[src/rtl/fb_pkg.sv]
// Shared types and constants for the double-buffered frame-buffer arbiter.
package fb_pkg;

    typedef enum logic [1:0] {
        S_FILL0 = 2'd0,
        S_RUN   = 2'd1,
        S_PEND  = 2'd2
    } fb_state_t;

    localparam int PIXEL_ROW    = 60;
    localparam int PIXEL_COLUMN = 80;
    localparam int FRAME_WORDS  = PIXEL_ROW * PIXEL_COLUMN;

    localparam logic [19:0] BANK0_BASE = 20'h00000;
    localparam logic [19:0] BANK1_BASE = 20'h02000;

endpackage

[src/rtl/fb_sram_mux.sv]
// Combinational SRAM port steering: a granted producer beat owns the port,
// otherwise the display read of the front bank does.
module fb_sram_mux
    import fb_pkg::*;
#(
    parameter int                ADDR_W  = 20,
    parameter int                DATA_W  = 16,
    parameter logic [ADDR_W-1:0] B1_BASE = ADDR_W'(BANK1_BASE)
) (
    input  logic              front_bank,
    input  logic              back_bank,
    input  logic              wr_beat,
    input  logic              wr_in_range,
    input  logic [ADDR_W-1:0] vga_addr,
    input  logic [ADDR_W-1:0] wr_addr,
    input  logic [DATA_W-1:0] wr_data,
    output logic [ADDR_W-1:0] sram_addr,
    output logic [DATA_W-1:0] sram_wdata,
    output logic              sram_we
);

    logic [ADDR_W-1:0] front_base;
    logic [ADDR_W-1:0] back_base;

    always_comb begin
        front_base = front_bank ? B1_BASE : ADDR_W'(BANK0_BASE);
        back_base  = back_bank  ? B1_BASE : ADDR_W'(BANK0_BASE);
        sram_wdata = wr_data;
        sram_we    = 1'b0;
        sram_addr  = front_base + vga_addr;
        if (wr_beat) begin
            // out-of-range beats are consumed but never reach the array
            sram_we   = wr_in_range;
            sram_addr = back_base + wr_addr;
        end
    end

endmodule

[src/rtl/fb_bank_arbiter.sv]
// Double-buffered frame-buffer arbiter: display reads the front bank, producer
// fills the back bank, swap at frame boundary. FB_STALL_CNT_EN adds a stall counter.
//
//   state   | meaning
//   --------+-----------------------------------------------------------
//   S_FILL0 | first frame being written into bank 0, display not started
//   S_RUN   | front bank displayed, producer filling the other bank
//   S_PEND  | back bank complete, waiting for frame_done to swap
module fb_bank_arbiter #(
    parameter int                ADDR_W      = 20,
    parameter int                DATA_W      = 16,
    parameter int                FRAME_WORDS = 4800,
    parameter logic [ADDR_W-1:0] BANK1_BASE  = 20'h02000
) (
    input  logic              i_clk_25M,
    input  logic              i_rst,
    input  logic [ADDR_W-1:0] i_vga_addr,
    input  logic              i_vga_active,
    input  logic              i_frame_done,
    output logic [DATA_W-1:0] o_vga_data,
    output logic              o_start_display,
    input  logic              i_wr_valid,
    input  logic [ADDR_W-1:0] i_wr_addr,
    input  logic [DATA_W-1:0] i_wr_data,
    input  logic              i_wr_last,
    output logic              o_wr_ready,
    output logic [ADDR_W-1:0] o_sram_addr,
    output logic [DATA_W-1:0] o_sram_wdata,
    output logic              o_sram_we,
    input  logic [DATA_W-1:0] i_sram_rdata,
    output logic              o_front_bank,
    output logic              o_addr_err,
    output logic [15:0]       o_stall_cnt
);

    localparam logic [ADDR_W-1:0] FRAME_LIMIT = ADDR_W'(FRAME_WORDS);

    fb_pkg::fb_state_t state, state_nxt;
    logic front_nxt;
    logic start_nxt;
    logic back_bank;
    logic wr_beat;
    logic wr_in_range;
    logic last_beat;

    assign o_wr_ready  = !i_vga_active && (state != fb_pkg::S_PEND);
    assign wr_beat     = i_wr_valid && o_wr_ready;
    assign wr_in_range = (i_wr_addr < FRAME_LIMIT);
    assign last_beat   = wr_beat && i_wr_last;
    assign back_bank   = (state == fb_pkg::S_FILL0) ? 1'b0 : !o_front_bank;
    assign o_vga_data  = i_sram_rdata;

    always_ff @(posedge i_clk_25M) begin
        if (i_rst) begin
            state           <= fb_pkg::S_FILL0;
            o_front_bank    <= 1'b0;
            o_start_display <= 1'b0;
            o_addr_err      <= 1'b0;
        end else begin
            state           <= state_nxt;
            o_front_bank    <= front_nxt;
            o_start_display <= start_nxt;
            o_addr_err      <= o_addr_err || (wr_beat && !wr_in_range);
        end
    end

    always_comb begin
        state_nxt = state;
        front_nxt = o_front_bank;
        start_nxt = o_start_display;
        case (state)
            fb_pkg::S_FILL0: begin
                if (last_beat) begin
                    state_nxt = fb_pkg::S_RUN;
                    start_nxt = 1'b1;
                end
            end
            fb_pkg::S_RUN: begin
                // a coincident frame_done is ignored; the swap waits for the next one
                if (last_beat) begin
                    state_nxt = fb_pkg::S_PEND;
                end
            end
            fb_pkg::S_PEND: begin
                if (i_frame_done) begin
                    state_nxt = fb_pkg::S_RUN;
                    front_nxt = !o_front_bank;
                end
            end
            default: begin
                state_nxt = fb_pkg::S_FILL0;
            end
        endcase
    end

`ifdef FB_STALL_CNT_EN
    logic [15:0] stall_cnt;

    always_ff @(posedge i_clk_25M) begin
        if (i_rst) begin
            stall_cnt <= '0;
        end else if (i_wr_valid && !o_wr_ready && (stall_cnt != 16'hFFFF)) begin
            stall_cnt <= stall_cnt + 16'd1;
        end
    end

    assign o_stall_cnt = stall_cnt;
`else
    assign o_stall_cnt = '0;
`endif

    fb_sram_mux #(
        .ADDR_W  (ADDR_W),
        .DATA_W  (DATA_W),
        .B1_BASE (BANK1_BASE)
    ) u_sram_mux (
        .front_bank  (o_front_bank),
        .back_bank   (back_bank),
        .wr_beat     (wr_beat),
        .wr_in_range (wr_in_range),
        .vga_addr    (i_vga_addr),
        .wr_addr     (i_wr_addr),
        .wr_data     (i_wr_data),
        .sram_addr   (o_sram_addr),
        .sram_wdata  (o_sram_wdata),
        .sram_we     (o_sram_we)
    );

endmodule

[config.mk]
export PLATFORM = sky130hd
export DESIGN_NAME = fb_bank_arbiter
export DESIGN_NICKNAME = d
export VERILOG_FILES = /design/src/rtl/fb_pkg.sv /design/src/rtl/fb_sram_mux.sv /design/src/rtl/fb_bank_arbiter.sv
export SDC_FILE = /design/constraint.sdc
export NUM_CORES = 1
export LEC_CHECK = 0
export ABC_AREA = 1
export CAP_MARGIN = 20
export CORE_MARGIN = 5
export CORE_UTILIZATION = 25
export DETAILED_ROUTE_END_ITERATION = 12
export PLACE_DENSITY = 0.82
export SLEW_MARGIN = 0
export SYNTH_ARGS = -nofsm -noshare
export SYNTH_HDL_FRONTEND = slang
export SYNTH_SLANG_ARGS = --single-unit
[constraint.sdc]
create_clock -name i_clk_25M -period 2.4 [get_ports i_clk_25M]
set_input_delay 0.48 -clock i_clk_25M [delete_from_list [all_inputs] [get_ports i_clk_25M]]
set_output_delay 0.48 -clock i_clk_25M [all_outputs]
set_load 0.02 [all_outputs]
# After elaboration in Yosys (flattened, before gate mapping)
# Index checks and enable logic that the tools add are counted.
dict set report totals {
  register_bits 5
  inputBits 78
  out_inout_bits 73
  elab_cells 34
}
dict set report op_classes {
  n_addsub 2
  magnitude_cmp 1
  eq_ne 6
  n_mux 9
  reduce_logical 12
}
# cell count
set op_table {}
lappend op_table {{adder 20 bit} 2}
lappend op_table {{2-to-1 mux 14 bit} 2}
lappend op_table {{< comparator 20 x 13 -> 1 bit (second input constant)} 1}
lappend op_table {{2-to-1 mux 20 bit} 1}
lappend op_table {{!= test 2 bit (second input constant)} 4}
lappend op_table {{2-to-1 mux 2 bit} 3}
lappend op_table {{one-hot mux 2 bit (3 select lines)} 1}
lappend op_table {{logical AND 1 bit} 4}
lappend op_table {{AND reduction 2 bit} 2}
lappend op_table {{zero test 1 bit} 3}
lappend op_table {{AND reduction 3 bit} 1}
lappend op_table {{equality test 2 x 1 -> 1 bit (second input constant)} 1}
lappend op_table {{equality test 2 bit (second input constant)} 1}
lappend op_table {{zero test 2 bit} 1}
lappend op_table {{2-to-1 mux 1 bit} 2}
lappend op_table {{logical OR 1 bit} 1}

# Logic depth before layout (Yosys ltp)
# Gate-level depths: netlist of run 1.
dict set report logic_depth {
  depth_word 6
  depth_mapped 10
  ltp_nobuf 10
}

# Cells and area by module
# From an unflattened synthesis of run 1, not the netlist that was laid out.
dict set report hier_totals {
  cells_unflattened 209
  hier_area_um2 1166.1
}
# module n_inst cells_per_inst area_each_um2 seq_area_each_um2
set modules_own_cells {}
lappend modules_own_cells {fb_sram_mux 1 128 623.1 0.0}
lappend modules_own_cells {fb_bank_arbiter 1 81 543.0 100.1}

# Least setup slack after synthesis of run 1
# Ideal clock, no wire load.
dict set report synth_timing {
  path_type {register to output}
  from {register o_front_bank}
  to {output o_sram_addr[17]}
  t_arrival_ns 1.591
  required_time_ns 1.920
  setup_slack_ns 0.329
  stages_incl_launch_ff 6
  n_path_buf 0
  cell_sequence {dfxtp_1 -> ha_1 -> ha_1 -> nand3_1 -> xor2_1 -> o21ai_0}
}
dict set report synth_via {
  elab_chain_len 5
  word_cells_on_any_way 7
  cone_classes {2 x add/sub; 4 x mux; 1 x reduce/logical}
}
# element line
set synth_rtl {}
lappend synth_rtl {{start, declared} fb_bank_arbiter.sv:31} ;# output logic o_front_bank,
lappend synth_rtl {{start signal, assigned} fb_bank_arbiter.sv:61} ;# o_front_bank <= front_nxt;
lappend synth_rtl {{zero test 1 bit} fb_bank_arbiter.sv:50} ;# assign back_bank = (state == fb_pkg::S_FILL0) ? 1'b0 : !o_front_bank;
lappend synth_rtl {{2-to-1 mux 1 bit} fb_bank_arbiter.sv:50}
lappend synth_rtl {{2-to-1 mux 14 bit} fb_sram_mux.sv:27} ;# back_base = back_bank ? B1_BASE : ADDR_W'(BANK0_BASE);
lappend synth_rtl {{adder 20 bit} fb_sram_mux.sv:34} ;# sram_addr = back_base + wr_addr;
lappend synth_rtl {{2-to-1 mux 20 bit *} fb_sram_mux.sv:31} ;# if (wr_beat) begin
lappend synth_rtl {{end, declared} fb_bank_arbiter.sv:27} ;# output logic [ADDR_W-1:0] o_sram_addr,
# Every way passes the cells marked *; elsewhere a longest branch is shown, timed or not.

# Worst setup path after layout of run 1
dict set report layout_timing {
  from {input i_vga_addr[14]}
  to {output o_sram_addr[19]}
}
dict set report layout_via {
  elab_chain_len 2
}
# element line
set layout_rtl {}
lappend layout_rtl {{start, declared} fb_bank_arbiter.sv:17} ;# input logic [ADDR_W-1:0] i_vga_addr,
lappend layout_rtl {{adder 20 bit} fb_sram_mux.sv:30} ;# sram_addr = front_base + vga_addr;
lappend layout_rtl {{2-to-1 mux 20 bit} fb_sram_mux.sv:31}
# No other way between the ends.

==> results of run 1 <==
-- critical path: stages --
cell,delay (ns)
clkdlybuf4s50_1,0.51
ha_2,0.20
nand3_1,0.12
nor2_1,0.10
nand2_1,0.07
xnor2_1,0.13
nand2_1,0.06
nand2_1,0.08
buf_6,0.12
-- metal layers --
layer | share of wire (%) | up-vias | global-route usage [%]
met5 | 0 | - | 0
met4 | 2.6 | 0 | 4.37
met3 | 11 | 16 | 4.80
met2 | 52 | 63 | 19.9
met1 | 35 | 493 | 10.3
li1 | - | 626 | -
-- sequential cells by signal, summed over array words and instances, names as in the netlist --
name / cells
state: 2
o_addr_err: 1
o_front_bank: 1
o_start_display: 1
-- timing repair --
item                                    in CTS  in global routing
pin swaps                                    5                  3
hold endpoints to repair                     0                  0
resized for setup                           45                 17
buffers inserted                             1                  0
endpoints found under the setup margin      21                  9
-- layout make-up --
type	instances	area [µm²]
Tap cell	52	65.1
Inverter	17	68.8
Timing Repair Buffer	90	817
Clock buffer	4	45.0
Multi-Input combinational cell	131	663
Sequential cell	5	100
Fill cell	462	2590
-- worst max-delay path by stage --
stage                                 end  slack, ns  depth (start not counted)
final                     o_sram_addr[19]       0.06                          9
after global routing      o_sram_addr[19]      -0.04                         11
after CTS                 o_sram_addr[19]      -0.10                         10
after detailed placement  o_sram_addr[19]      -0.55                         10
after global placement    o_sram_addr[19]      -0.54                         10
after floorplan           o_sram_addr[17]       0.33                          5
-- power by group through the flow --
| stage | sequential (mW) | combinational (mW) | clock [mW] |
|---|---|---|---|
| 2_1_floorplan | 0.0925 | 0.225 | 0 |
| 3_3_place_gp | 0.0895 | 0.298 | 0 |
| 3_5_place_dp | 0.0897 | 0.300 | 0 |
| 4_1_cts | 0.0885 | 0.282 | 0.161 |
| 5_1_grt | 0.0888 | 0.309 | 0.170 |
| 6_report | 0.0884 | 0.283 | 0.155 |
-- synth_stat cells, types with 2 or more instances --
cell type and n:
nand2_1 65, buf_4 49, inv_1 15, nor2_1 14, nand3_1 10, xor2_1 6, dfxtp_1 5, a21oi_1 4
ha_1 4, o21ai_0 3, xnor2_1 2
-- metrics by stage --
stage / utilization (%) / setup TNS, ns / cell area, µm² / std cells / hold WS [ns]
floorplan: - / 0 / 1180 / 204 / 0.520
global placement: 39.1 / -5.33 / 1700 / 294 / 0.439
detailed placement: 39.1 / -5.38 / 1700 / 294 / 0.447
CTS: 39.8 / -0.104 / 1730 / 299 / 0.453
global route: 40.4 / -0.0363 / 1760 / 299 / 0.488
finish: 40.4 / 0 / 1760 / 299 / 0.446
-- kinds of logic (layout without fill, tap and decap cells) --
group	count (synthesis)	after routing	synth area share [%]
buf+inv	68	111	40.2
simple gates	94	94	35.5
fa+ha+maj	4	4	4.47
flops	5	5	8.94
xor+xnor	8	8	6.26
compound gates	9	9	4.25
other cells	1	16	0.335
==> results.yml, run 1 <==
outcome:
  status: "complete, no violations"
detailed_routing:
  remaining_drc_errors: 0
  drtIter0Drc: 21
  viasPerCell: 4.01
  wire_per_inst_um: 11.3
  vias: 1198
  ant_nets: 0
  wl_um: 3390
  first_pass_iters: 2
logic_synthesis:
  ys_seq_elements: 5
  synth_warnings: 0
  netlist.top_cell.by_area: "buf_4"
  synth_edf_count: 0
  synthTopCellsByArea: "buf_4, nand2_1, dfxtp_1, inv_1, nor2_1"
  synthFlopType: "dfxtp_1"
  synthDistinctLibCells: 23
  synth_cells: 189
  syn-cell-area_um2: 1120
  synthArstFlopShare_pct: 0
  syn-mean-instance-area_um2: 5.92
  synth_top_area_share_pct: 32.8
  synth-seq-area-share_pct: 8.94
placement:
  dp_slack_ns: -0.547
  gp_congestion: 0.748
  hpwl_um: 2880
  port_buffers: 70
critical_path:
  crit_start: "i_vga_addr[14]"
  crit_type: "input port to output port"
  r2r-start: "state[0]"
  crit_fanout: 2
  r2r_cells: 9
  crit_required_ns: 1.92
  r2r_end: "state[0]"
  critPathCaptureType: "output port"
  crit_path_start_kind: "input port"
  rrSetupSlack_ns: 1.21
  arrival_ns: 1.86
finish:
  drive_above_1_share_pct: 18.6
  antenna_cells: 0
  area_growth_pct: 57.1
  nNetsFinal: 330
  mostFrequentLayoutCells: "nand2_1, clkdlybuf4s50_1, buf_4, conb_1, inv_1"
  final_common_cell: "nand2_1"
pwr:
  power_frac_comb_pct: 53.8
  pwr-share-seq_pct: 16.8
  ir_drop_v: 0.000267
  switching_share_pct: 35.5
  power_leakage_nw: 0.908
  pwr-share-clk_pct: 29.4
  switchingPower_mw: 0.187
  cellPowerDensity_nw_per_um2: 299
  power_mw: 0.526
  p_int_mw: 0.340
clock_tree:
  cts_tree: "done"
  cts_buffers: 3
  htreeDepth: 1
  cts_sinks: 5
  clk_latency_ns: 0.22
  cts-root-buf: "clkbuf_8"
  clock_path_buffers: 2
  ctsHoldBuffers: 0
  path_clk_slew_ns: 0.03
die:
  die-area_um2: 5920
  fp.dieW_um: 76.9
  die_h_um: 76.9
  io_pins: 151
  core_um2: 4350
  row_count: 24
  initial_core_util_pct: 25.7
timing:
  finalCritPeriodShare_pct: 97.3
  rsz0062_at_grt: "yes"
  layout_setup_ws_ns: 0.0645
  setup-violations-final: 0
  fmax_ghz: 0.428
  layout_min_cycle_time_ns: 2.34
  finalHoldViolations: 0
  slew_violations: 0
  clock_skew_ns: 0.00121
min_path:
  min_to: "o_start_display"
  hold_path_class: "flop to flop"
  holdPathStages: 2
  worstHoldStart: "o_start_display"
job:
  cap_violations: 0
grt:
  grt_use_total_pct: 10.8
  antenna_found_initial: 0
  first_global_vias: 1210
  grt_pass1_wl_um: 5310
  grt_max_degree: 20
  grt_overflow: 0
No activity file was read; power rests on OpenSTA's default activity.
==> run 2: changes to the inputs <==
--- a/config.mk
+++ b/config.mk
@@ -5,7 +5,6 @@
 export SDC_FILE = /design/constraint.sdc
 export NUM_CORES = 1
 export LEC_CHECK = 0
-export ABC_AREA = 1
 export CAP_MARGIN = 20
 export CORE_MARGIN = 5
 export CORE_UTILIZATION = 25
==> run 2 against run 1 <==
  * Sequential power grew 0.7%
  * Largest power group unchanged
  * Clock power is essentially flat
  * Wire length shrank 8.9%
==> results.yml, run 2 <==
timing:
  setup-violations-final: 0
  clock_skew_ns: 0.000726
  layout_setup_ws_ns: 0.0466
  rsz0062_at_grt: "no"
  layout_min_cycle_time_ns: 2.35
  fmax_ghz: 0.425
  finalCritPeriodShare_pct: 98.1
  finalHoldViolations: 0
  slew_violations: 0
logic_synthesis:
  yosysMostFrequentCell: "buf_4"
  synth_cells: 133
  synth-seq-area-share_pct: 9.05
  synth_warnings: 0
  synth_edf_count: 0
  synthArstFlopShare_pct: 0
  netlist.top_cell.by_area: "buf_4"
  synthDistinctLibCells: 28
  synth_common_cells: "buf_4, mux2_4, nand3_1, nor2_1, xor2_1"
  synthFlopType: "dfxtp_1"
  synth_top_area_share_pct: 32.6
  synthTopCellsByArea: "buf_4, mux2_4, dfxtp_1, xor2_1, mux2_2"
  syn-mean-instance-area_um2: 8.32
  syn-cell-area_um2: 1110
  ys_seq_elements: 5
grt:
  grt_use_total_pct: 9.66
  grt_pass1_wl_um: 4860
  antenna_found_initial: 0
  grt_overflow: 0
  grt_max_degree: 14
  first_global_vias: 1127
detailed_routing:
  ant_nets: 0
  remaining_drc_errors: 0
  viasPerCell: 4.32
  vias: 1067
  wire_per_inst_um: 12.5
  wl_um: 3090
  first_pass_iters: 2
  drtIter0Drc: 4
die:
  die-area_um2: 5850
  row_count: 24
  fp.dieW_um: 76.5
  io_pins: 151
  die_h_um: 76.5
  core_um2: 4320
  initial_core_util_pct: 25.6
critical_path:
  crit_required_ns: 1.92
  cp_cell_sequence: "clkdlybuf4s50_1 > nand3b_4 > buf_12 > mux2_4 > clkdlybuf4s15_1"
  critPathCaptureType: "output port"
  arrival_ns: 1.87
  crit_type: "input port to output port"
  cp_slowest_cell: "clkdlybuf4s50_1"
  critPathTopFamily: "buffers and inverters"
  critPathBufInv: 3
  crit_path_start_kind: "input port"
  max_stage_delay_ns: 0.48
  crit_fanout: 13
finish:
  postLayoutCoreUtil_pct: 41.5
  nNetsFinal: 278
  mostFrequentLayoutCells: "clkdlybuf4s50_1, buf_4, conb_1, mux2_4, nor2_1"
  drive_above_1_share_pct: 33.3
  seq_area_um2: 100
  multi_input_area_um2: 747
  largest_register_ffs: 2
  antenna_cells: 0
  fill_cells: 442
  fin_cells: 247
  regMostFlops: "state"
  stdcell_area_um2: 1790
  area_growth_pct: 62.1
  final_common_cell: "clkdlybuf4s50_1"
pwr:
  power_leakage_nw: 0.811
  ir_drop_v: 0.000292
  cellPowerDensity_nw_per_um2: 303
job:
  cap_violations: 0
placement:
  dp_slack_ns: -0.460
  port_buffers: 70
  dp.cells: 243
  hpwl_um: 2650
  place_area_um2: 1740
  gp_congestion: 0.834
clock_tree:
  clk_latency_ns: 0.22
  cts_sinks: 5
  path_clk_slew_ns: 0.03
  post_cts_buffers: 0
  cts-root-buf: "clkbuf_8"
  clock_path_buffers: 2
  ctsHoldBuffers: 0
  htreeDepth: 1
  cts_tree: "done"
  cts_buffers: 3
min_path:
  hold_path_class: "flop to flop"
outcome:
  status: "complete, no violations"
run 2: cell count changes after synthesis, sizes merged, moves of 3 or more:
cell,before,now
nor2,15,9
nand2,66,5
mux2,0,15
nor3,1,5
a211oi,0,3
a21oi,4,1
inv,17,0
run 2: cells by family after synthesis:
group / after synthesis / share of synthesized area (%)
buf+inv: 50 / 34.0
xor+xnor: 11 / 8.71
mux: 17 / 20.5
compound gates: 8 / 4.52
flops: 5 / 9.05
simple gates: 37 / 18.3
fa+ha+maj: 4 / 4.53
other cells: 1 / 0.339
run 2: repair_timing:
action,CTS,global route
endpoints found under the hold margin,0,0
gates cloned,0,0
resized for setup,47,33
pin swaps,0,1
setup endpoints to repair,21,19
run 2: path summary, 6_finish.rpt:
check	start	endpoint	slack, ns	cells after the start
worst max-delay path	i_vga_active	o_sram_addr[11]	0.05	5
worst min register to register	o_start_display	o_start_display	0.47	2
worst max register to register	state[0]	o_addr_err	1.21	6
worst min-delay path	o_start_display	o_start_display	0.47	2
run 2: worst reg2reg max path: stages (launching register included):
cell and delay [ns]:
dfxtp_1 0.30, buf_4 0.15, nand2b_2 0.20, nand3b_4 0.11, buf_4 0.12, nor2b_1 0.16, nor3_2 0.05
run 2: area by class of cell:
| type | instances | area share (%) |
|---|---|---|
| well taps | 52 | 3.63 |
| flip-flops and latches | 5 | 5.58 |
| multi-input cells | 93 | 41.7 |
| clock buffers | 4 | 2.51 |
| repair buffers | 93 | 46.6 |
run 2: through the flow:
| step | hold WS, ns | setup TNS, ns | total power [mW] |
|---|---|---|---|
| 2_1_floorplan | 0.504 | 0 | 0.323 |
| 3_3_place_gp | 0.457 | -5.64 | 0.402 |
| 3_5_place_dp | 0.468 | -5.69 | 0.405 |
| 4_1_cts | 0.481 | -0.0186 | 0.551 |
| 5_1_grt | 0.515 | 0 | 0.578 |
| 6_report | 0.467 | 0 | 0.544 |
run 2: where the power goes:
group	switching (mW)	internal [mW]	total (mW)
clock	0.0409	0.114	0.155
sequential	0.00197	0.0870	0.0890
combinational	0.135	0.165	0.300
total	0.178	0.366	0.544
run 2: per-layer routing:
metal | track usage [%] | wire [µm] | vias up
li1 | - | - | 511
met1 | 9.63 | 1110 | 483
met2 | 18.1 | 1620 | 61
met3 | 3.78 | 294 | 12
met4 | 3.15 | 59 | 0
met5 | 0 | 0 | -
==> run 3: changes to the inputs <==
--- a/config.mk
+++ b/config.mk
@@ -9,6 +9,7 @@
 export CORE_MARGIN = 5
 export CORE_UTILIZATION = 25
 export DETAILED_ROUTE_END_ITERATION = 12
+export GPL_ROUTABILITY_DRIVEN = 0
 export PLACE_DENSITY = 0.82
 export SLEW_MARGIN = 0
 export SYNTH_ARGS = -nofsm -noshare
==> results of run 3 <==
Same layout as run 2: the final DEF is identical, and so are final timing and power.
